File: config.mk
export PLATFORM = sky130hd
export DESIGN_NAME = multicycle_control
export DESIGN_NICKNAME = d
export VERILOG_FILES = /design/src/rtl/multicycle_control.sv
export SDC_FILE = /design/constraint.sdc
export NUM_CORES = 1
export LEC_CHECK = 0
export BUFFER_PORTS_ARGS = -buffer_cell sky130_fd_sc_hd__buf_4
export CAP_MARGIN = 30
export CORE_ASPECT_RATIO = 0.75
export CORE_MARGIN = 2
export CORE_UTILIZATION = 31
export DETAILED_ROUTE_END_ITERATION = 10
export SETUP_SLACK_MARGIN = 0.2
export SYNTH_ARGS = -nofsm -noshare
export SYNTH_HDL_FRONTEND = slang
export SYNTH_SLANG_ARGS = --single-unit
File: constraint.sdc
create_clock -name clk -period 1.55 [get_ports clk]
set_input_delay 0.0775 -clock clk [delete_from_list [all_inputs] [get_ports clk]]
set_output_delay 0.0775 -clock clk [all_outputs]
set_load 0.01 [all_outputs]
File: src/rtl/multicycle_control.sv
// Multicycle LEGv8 control unit: sequences FETCH/DECODE/EXEC/MEM/WB for a
// subset of the instruction set. It also counts retired instructions and
// drops into a sticky TRAP state on illegal opcodes or memory timeouts.
module multicycle_control #(
    parameter int OP_W        = 11,
    parameter int ENABLE_IMM  = 1,
    parameter int ENABLE_CBNZ = 1,
    parameter int TIMEOUT     = 15,
    parameter int CNT_W       = 16
) (
    input  logic             clk,
    input  logic             reset_n,
    input  logic [OP_W-1:0]  op_code,
    input  logic             zero,
    input  logic             mem_ready,
    output logic             InstrRead,
    output logic             IRWrite,
    output logic             PCWrite,
    output logic             Reg2Loc,
    output logic             ALUSrc,
    output logic             Mem2Reg,
    output logic             RegWrite,
    output logic             MemRead,
    output logic             MemWrite,
    output logic             Branch,
    output logic             UnconBranch,
    output logic [1:0]       ALU_op,
    output logic [2:0]       state,
    output logic             trap,
    output logic [CNT_W-1:0] retired
);

    typedef enum logic [2:0] {
        FETCH  = 3'd0,
        DECODE = 3'd1,
        EXEC   = 3'd2,
        MEM    = 3'd3,
        WB     = 3'd4,
        TRAP   = 3'd5
    } state_t;

    typedef enum logic [2:0] {
        C_ILLEGAL,
        C_RTYPE,
        C_IMM,
        C_LOAD,
        C_STORE,
        C_CBZ,
        C_CBNZ,
        C_BRANCH
    } iclass_t;

    localparam logic [1:0] ALU_ADDR = 2'b00;
    localparam logic [1:0] ALU_PASS = 2'b01;
    localparam logic [1:0] ALU_FUNC = 2'b10;

    // The last wait cycle that may still succeed; one more idle cycle traps.
    localparam logic [7:0] WAIT_LAST = 8'(TIMEOUT - 1);

    state_t     cur_state;
    state_t     next_state;
    iclass_t    iclass;
    logic [10:0] opc;
    logic [7:0] wait_cnt;
    logic       timed_out;
    logic       count_wait;
    logic       retire;

    // Only the eleven most significant opcode bits take part in decoding.
    assign opc       = op_code[OP_W-1 -: 11];
    assign timed_out = (wait_cnt == WAIT_LAST);
    assign state     = cur_state;
    assign trap      = (cur_state == TRAP);

    // Classify the opcode; optional instructions fall back to illegal when disabled.
    always_comb begin
        iclass = C_ILLEGAL;
        casez (opc)
            11'b11111000010: iclass = C_LOAD;
            11'b11111000000: iclass = C_STORE;
            11'b10110100???: iclass = C_CBZ;
            11'b10110101???: begin
                if (ENABLE_CBNZ != 0) begin
                    iclass = C_CBNZ;
                end
            end
            11'b000101?????: iclass = C_BRANCH;
            11'b10001011000,
            11'b11001011000,
            11'b10001010000,
            11'b10101010000,
            11'b11010011011,
            11'b11010011010: iclass = C_RTYPE;
            11'b1001000100?,
            11'b1101000100?: begin
                if (ENABLE_IMM != 0) begin
                    iclass = C_IMM;
                end
            end
            default: iclass = C_ILLEGAL;
        endcase
    end

    // Next-state and control-output decode; everything is forced low while reset is held.
    always_comb begin
        next_state  = cur_state;
        InstrRead   = 1'b0;
        IRWrite     = 1'b0;
        PCWrite     = 1'b0;
        Reg2Loc     = 1'b0;
        ALUSrc      = 1'b0;
        Mem2Reg     = 1'b0;
        RegWrite    = 1'b0;
        MemRead     = 1'b0;
        MemWrite    = 1'b0;
        Branch      = 1'b0;
        UnconBranch = 1'b0;
        ALU_op      = ALU_ADDR;
        count_wait  = 1'b0;
        retire      = 1'b0;

        if (reset_n) begin
            case (cur_state)
                FETCH: begin
                    InstrRead = 1'b1;
                    if (mem_ready) begin
                        IRWrite    = 1'b1;
                        PCWrite    = 1'b1;
                        next_state = DECODE;
                    end else if (timed_out) begin
                        next_state = TRAP;
                    end else begin
                        count_wait = 1'b1;
                    end
                end

                DECODE: begin
                    Reg2Loc = (iclass == C_STORE) || (iclass == C_CBZ) || (iclass == C_CBNZ);
                    next_state = (iclass == C_ILLEGAL) ? TRAP : EXEC;
                end

                EXEC: begin
                    case (iclass)
                        C_RTYPE: begin
                            ALU_op     = ALU_FUNC;
                            next_state = WB;
                        end
                        C_IMM: begin
                            ALU_op     = ALU_FUNC;
                            ALUSrc     = 1'b1;
                            next_state = WB;
                        end
                        C_LOAD: begin
                            ALU_op     = ALU_ADDR;
                            ALUSrc     = 1'b1;
                            next_state = MEM;
                        end
                        C_STORE: begin
                            ALU_op     = ALU_ADDR;
                            ALUSrc     = 1'b1;
                            Reg2Loc    = 1'b1;
                            next_state = MEM;
                        end
                        C_CBZ: begin
                            ALU_op     = ALU_PASS;
                            Reg2Loc    = 1'b1;
                            Branch     = 1'b1;
                            PCWrite    = zero;
                            next_state = FETCH;
                            retire     = 1'b1;
                        end
                        C_CBNZ: begin
                            ALU_op     = ALU_PASS;
                            Reg2Loc    = 1'b1;
                            Branch     = 1'b1;
                            PCWrite    = !zero;
                            next_state = FETCH;
                            retire     = 1'b1;
                        end
                        C_BRANCH: begin
                            UnconBranch = 1'b1;
                            PCWrite     = 1'b1;
                            next_state  = FETCH;
                            retire      = 1'b1;
                        end
                        default: begin
                            next_state = TRAP;
                        end
                    endcase
                end

                MEM: begin
                    ALU_op = ALU_ADDR;
                    ALUSrc = 1'b1;
                    if (iclass == C_STORE) begin
                        MemWrite = 1'b1;
                        Reg2Loc  = 1'b1;
                    end else if (iclass == C_LOAD) begin
                        MemRead = 1'b1;
                    end

                    if ((iclass != C_STORE) && (iclass != C_LOAD)) begin
                        next_state = TRAP;
                    end else if (mem_ready) begin
                        if (iclass == C_STORE) begin
                            next_state = FETCH;
                            retire     = 1'b1;
                        end else begin
                            next_state = WB;
                        end
                    end else if (timed_out) begin
                        next_state = TRAP;
                    end else begin
                        count_wait = 1'b1;
                    end
                end

                WB: begin
                    RegWrite   = 1'b1;
                    Mem2Reg    = (iclass == C_LOAD);
                    next_state = FETCH;
                    retire     = 1'b1;
                end

                TRAP: begin
                    next_state = TRAP;
                end

                default: begin
                    next_state = TRAP;
                end
            endcase
        end
    end

    // State register; TRAP only exits through reset.
    always_ff @(posedge clk or negedge reset_n) begin
        if (!reset_n) begin
            cur_state <= FETCH;
        end else begin
            cur_state <= next_state;
        end
    end

    // Memory wait counter: restarts whenever a wait ends or a new wait state is entered.
    always_ff @(posedge clk or negedge reset_n) begin
        if (!reset_n) begin
            wait_cnt <= 8'd0;
        end else if (count_wait) begin
            wait_cnt <= wait_cnt + 8'd1;
        end else begin
            wait_cnt <= 8'd0;
        end
    end

    // Retired-instruction counter, free-running modulo 2^CNT_W.
    always_ff @(posedge clk or negedge reset_n) begin
        if (!reset_n) begin
            retired <= '0;
        end else if (retire) begin
            retired <= retired + CNT_W'(1);
        end
    end

endmodule

==> results.sh <==
export IMPL_fin_nets=323
export IMPL_die_h_um=71.5
export IMPL_synthTopCellsByCount="27 x dfrtp_1, 21 x nor2_1, 17 x xnor2_1, 11 x nand3_1, 8 x nand2_1"
export IMPL_num_io_pins=48
export IMPL_synth_avg_cell_area_sq_um=9.87
export IMPL_drt_pass1_iterations=4
export IMPL_final_cells=382
export IMPL_start_kind="flip-flop"
export IMPL_antenna_found_initial=0
export IMPL_maxCapViolations=0
export IMPL_path_class="reg2reg"
export IMPL_fin_area_sq_um=3290
export IMPL_final_core_util_pct=56.3
export IMPL_wl_per_cell_um=16.0
export IMPL_groute_usage_overall_pct=17.5
export IMPL_synth_edf_count=0
export IMPL_synth_cells=191
export IMPL_worstMarginPinSlew_ns=0.410
export IMPL_fin_crit_sh_pct=112
export IMPL_viasPerCell=5.26
export IMPL_drv_slew=0
export IMPL_worst_slack_ns=-0.184
export IMPL_pwr_share_clk_pct=14.0
export IMPL_cp_end_kind="flip-flop"
export IMPL_drc=0
export IMPL_hold_viol=0
export IMPL_grt_max_degree=17
export IMPL_seqPwrFrac_pct=30.7
export IMPL_cts_buffers=3
export IMPL_seq_area_frac_synth_pct=35.9
export IMPL_drive_gt1_share_pct=61.8
export IMPL_period_needed_ns=1.73
export IMPL_synth_cell_types=54
export IMPL_coreArea_sq_um=5860
export IMPL_p_int_w=0.00183
export IMPL_synth_fp_nets=209
export IMPL_setup_viol=25
export IMPL_p_leak_nw=1.48
export IMPL_cts_clk_slew_worst_paths_ns=0.10
export IMPL_synth_most_common_cell="dfrtp_1"
export IMPL_cts_max_path_buffers=2
export IMPL_dp_cells=357
export IMPL_hp_class="in2async"
export IMPL_critPathRequiredTime_ns=1.72
export IMPL_wirelength_mm=6.13
export IMPL_clk_latency_ns=0.28
export IMPL_gr_total_overflow=0
export IMPL_dp_hpwl_mm=4.23
export IMPL_synth_top_area_cell="dfrtp_1"
export IMPL_root_buffer="clkbuf_8"
export IMPL_rows=24
export IMPL_syn_to_final_growth_pct=74.8
export IMPL_total_power_w=0.00293
export IMPL_vias=2008
export IMPL_arrival_ns=1.90
export IMPL_routabilityCongestion=0.936
export IMPL_comb_power_share_pct=55.3
export IMPL_skew_ns=0.0148
export IMPL_dieArea_sq_um=6720
export IMPL_numPortBuffers=47
export IMPL_synthArstFlopShare_pct=100
export IMPL_power_density_nw_per_um2=889
export IMPL_yosys_top_cells_area="dfrtp_1 36%, xnor2_1 7.9%, nor2_1 4.2%"
export IMPL_start_util_pct=32.2
export IMPL_outcome="complete, but fails checks"
export IMPL_violations="negative setup slack"
export IMPL_power_switching_w=0.00110
export IMPL_fp_dieW_um=94.0
export IMPL_path_max_fanout=6
export IMPL_swShare_pct=37.5
export IMPL_clkSinkCount=27
export IMPL_num_antenna_cells=0
export IMPL_ys_ff_latch=27
export IMPL_cts_max_level=1
export IMPL_ir_drop_uv=561
export IMPL_rsz0062_at_grt="true"
export IMPL_yosysWarnings=0
export IMPL_maxSlewHeadroom_pct=72.7
export IMPL_synth_area_sq_um=1880
export IMPL_first_iter_violations=77
export IMPL_antenna_left=0
export IMPL_synthFlopType="dfrtp_1"
export IMPL_grt_pass1_wl_mm=9.37
export IMPL_place_area_sq_um=2680
export IMPL_grt_pass1_vias=1863
export IMPL_cts_tree="built"
export IMPL_synth_top_cell_area_share_pct=35.9
export IMPL_fmax_mhz=577
per-layer routing:
layer,up-vias,GRT usage [%],routed length [um]
met5,-,0,0
met4,0,0.483,36
met3,4,3.79,365
met2,61,26.0,2900
met1,992,27.5,2830
li1,951,-,-
layout by cell type, fill, tap and decap left out, types with 3 or more instances in the layout:
cell       netlist  routed
nor2_4           0       3
nand3_1         11      10
o21a_4           1       3
inv_1            6       3
xor2_1           5       5
and4bb_2         4       4
o21ai_0          7       5
clkbuf_8         0       3
nor2_2           0      11
xnor2_1         17      16
nand2_1          8       4
dfrtp_1         27      24
dfrtp_2          0       3
buf_4            1      84
and4b_1          4       4
and3_1           6       4
nand2_4          0       3
o211ai_2         6       5
and2_1           5       3
buf_6            2      25
o2111ai_2        3       4
nor2_1          21       7
nand4_1          5       5
metrics by stage:
| stage | worst slack, ns | hold WS [ns] | TNS, ns |
|---|---|---|---|
| 3_3_place_gp | -0.0591 | 0.0887 | -0.156 |
| 6_report | -0.184 | 0.0911 | -3.07 |
| 3_5_place_dp | -0.0900 | 0.0956 | -0.716 |
| 5_1_grt | -0.256 | 0.0844 | -5.11 |
| 2_1_floorplan | -0.120 | -0.218 | -0.974 |
| 4_1_cts | -0.159 | 0.259 | -2.30 |
sequential cells by signal, summed over array words and instances (netlist names):
register,count
retired,16
state,3
wait_cnt,8
cell families (layout without fill, tap and decap cells):
logic type	Yosys count	in the layout	synth area share, %
AND/OR/NAND/NOR	84	84	26.5
AO/OA/AOI/OAI	41	42	19.7
flip-flops	27	27	35.9
XOR/XNOR	22	22	10.2
buffers and inverters	11	123	4.05
adder cells (fa/ha/maj)	3	3	1.99
multiplexers	3	3	1.66
path summary, 6_finish.rpt:
check,end,slack (ns),cells after the start,start
worst max-delay path,retired[4]$_DFFE_PN0P_,-0.18,7,state[2]$_DFFE_PN0P_
worst min-delay path,wait_cnt[6]$_DFF_PN0_,0.09,3,reset_n
worst max register to register,retired[4]$_DFFE_PN0P_,-0.18,7,state[2]$_DFFE_PN0P_
worst min register to register,retired[15]$_DFFE_PN0P_,0.50,1,retired[15]$_DFFE_PN0P_
max in group asynchronous,retired[15]$_DFFE_PN0P_,1.20,3,reset_n
min in group clk,state[2]$_DFFE_PN0P_,0.26,3,reset_n
power groups by stage:
stage / clock, W / sequential (W) / combinational (W)
5_1_grt: 0.000453 / 0.000916 / 0.00173
6_report: 0.000410 / 0.000899 / 0.00162
4_1_cts: 0.000425 / 0.000899 / 0.00137
3_5_place_dp: 0 / 0.000899 / 0.00113
3_3_place_gp: 0 / 0.000893 / 0.00112
2_1_floorplan: 0 / 0.000943 / 0.000489
final cells by class:
class / count / area, sq um
multi-input combinational: 154 / 1460
tap: 78 / 97.6
sequential: 27 / 679
timing repair buffer: 113 / 985
fill: 502 / 2560
clock buffer: 3 / 41.3
clock inverter: 1 / 7.51
inverter: 6 / 27.5
worst max-delay path: stages (launching register included):
cell,delay (ns)
dfrtp_2,0.43
buf_6,0.12
and4bb_2,0.34
nand2_4,0.08
o21ai_4,0.19
buf_12,0.17
o2111ai_2,0.14
xnor2_1,0.17
timing repair:
| action | CTS | global route |
|---|---|---|
| pin swaps | 24 | 26 |
| cloned | 1 | 1 |
| resized for setup | 48 | 44 |
| hold buffers | 1 | 0 |
| setup endpoints to repair | 41 | 41 |
| endpoints found under the hold margin | 27 | 0 |
| buffers inserted | 10 | 8 |
Note: power is estimated with default switching activity, not from simulation.
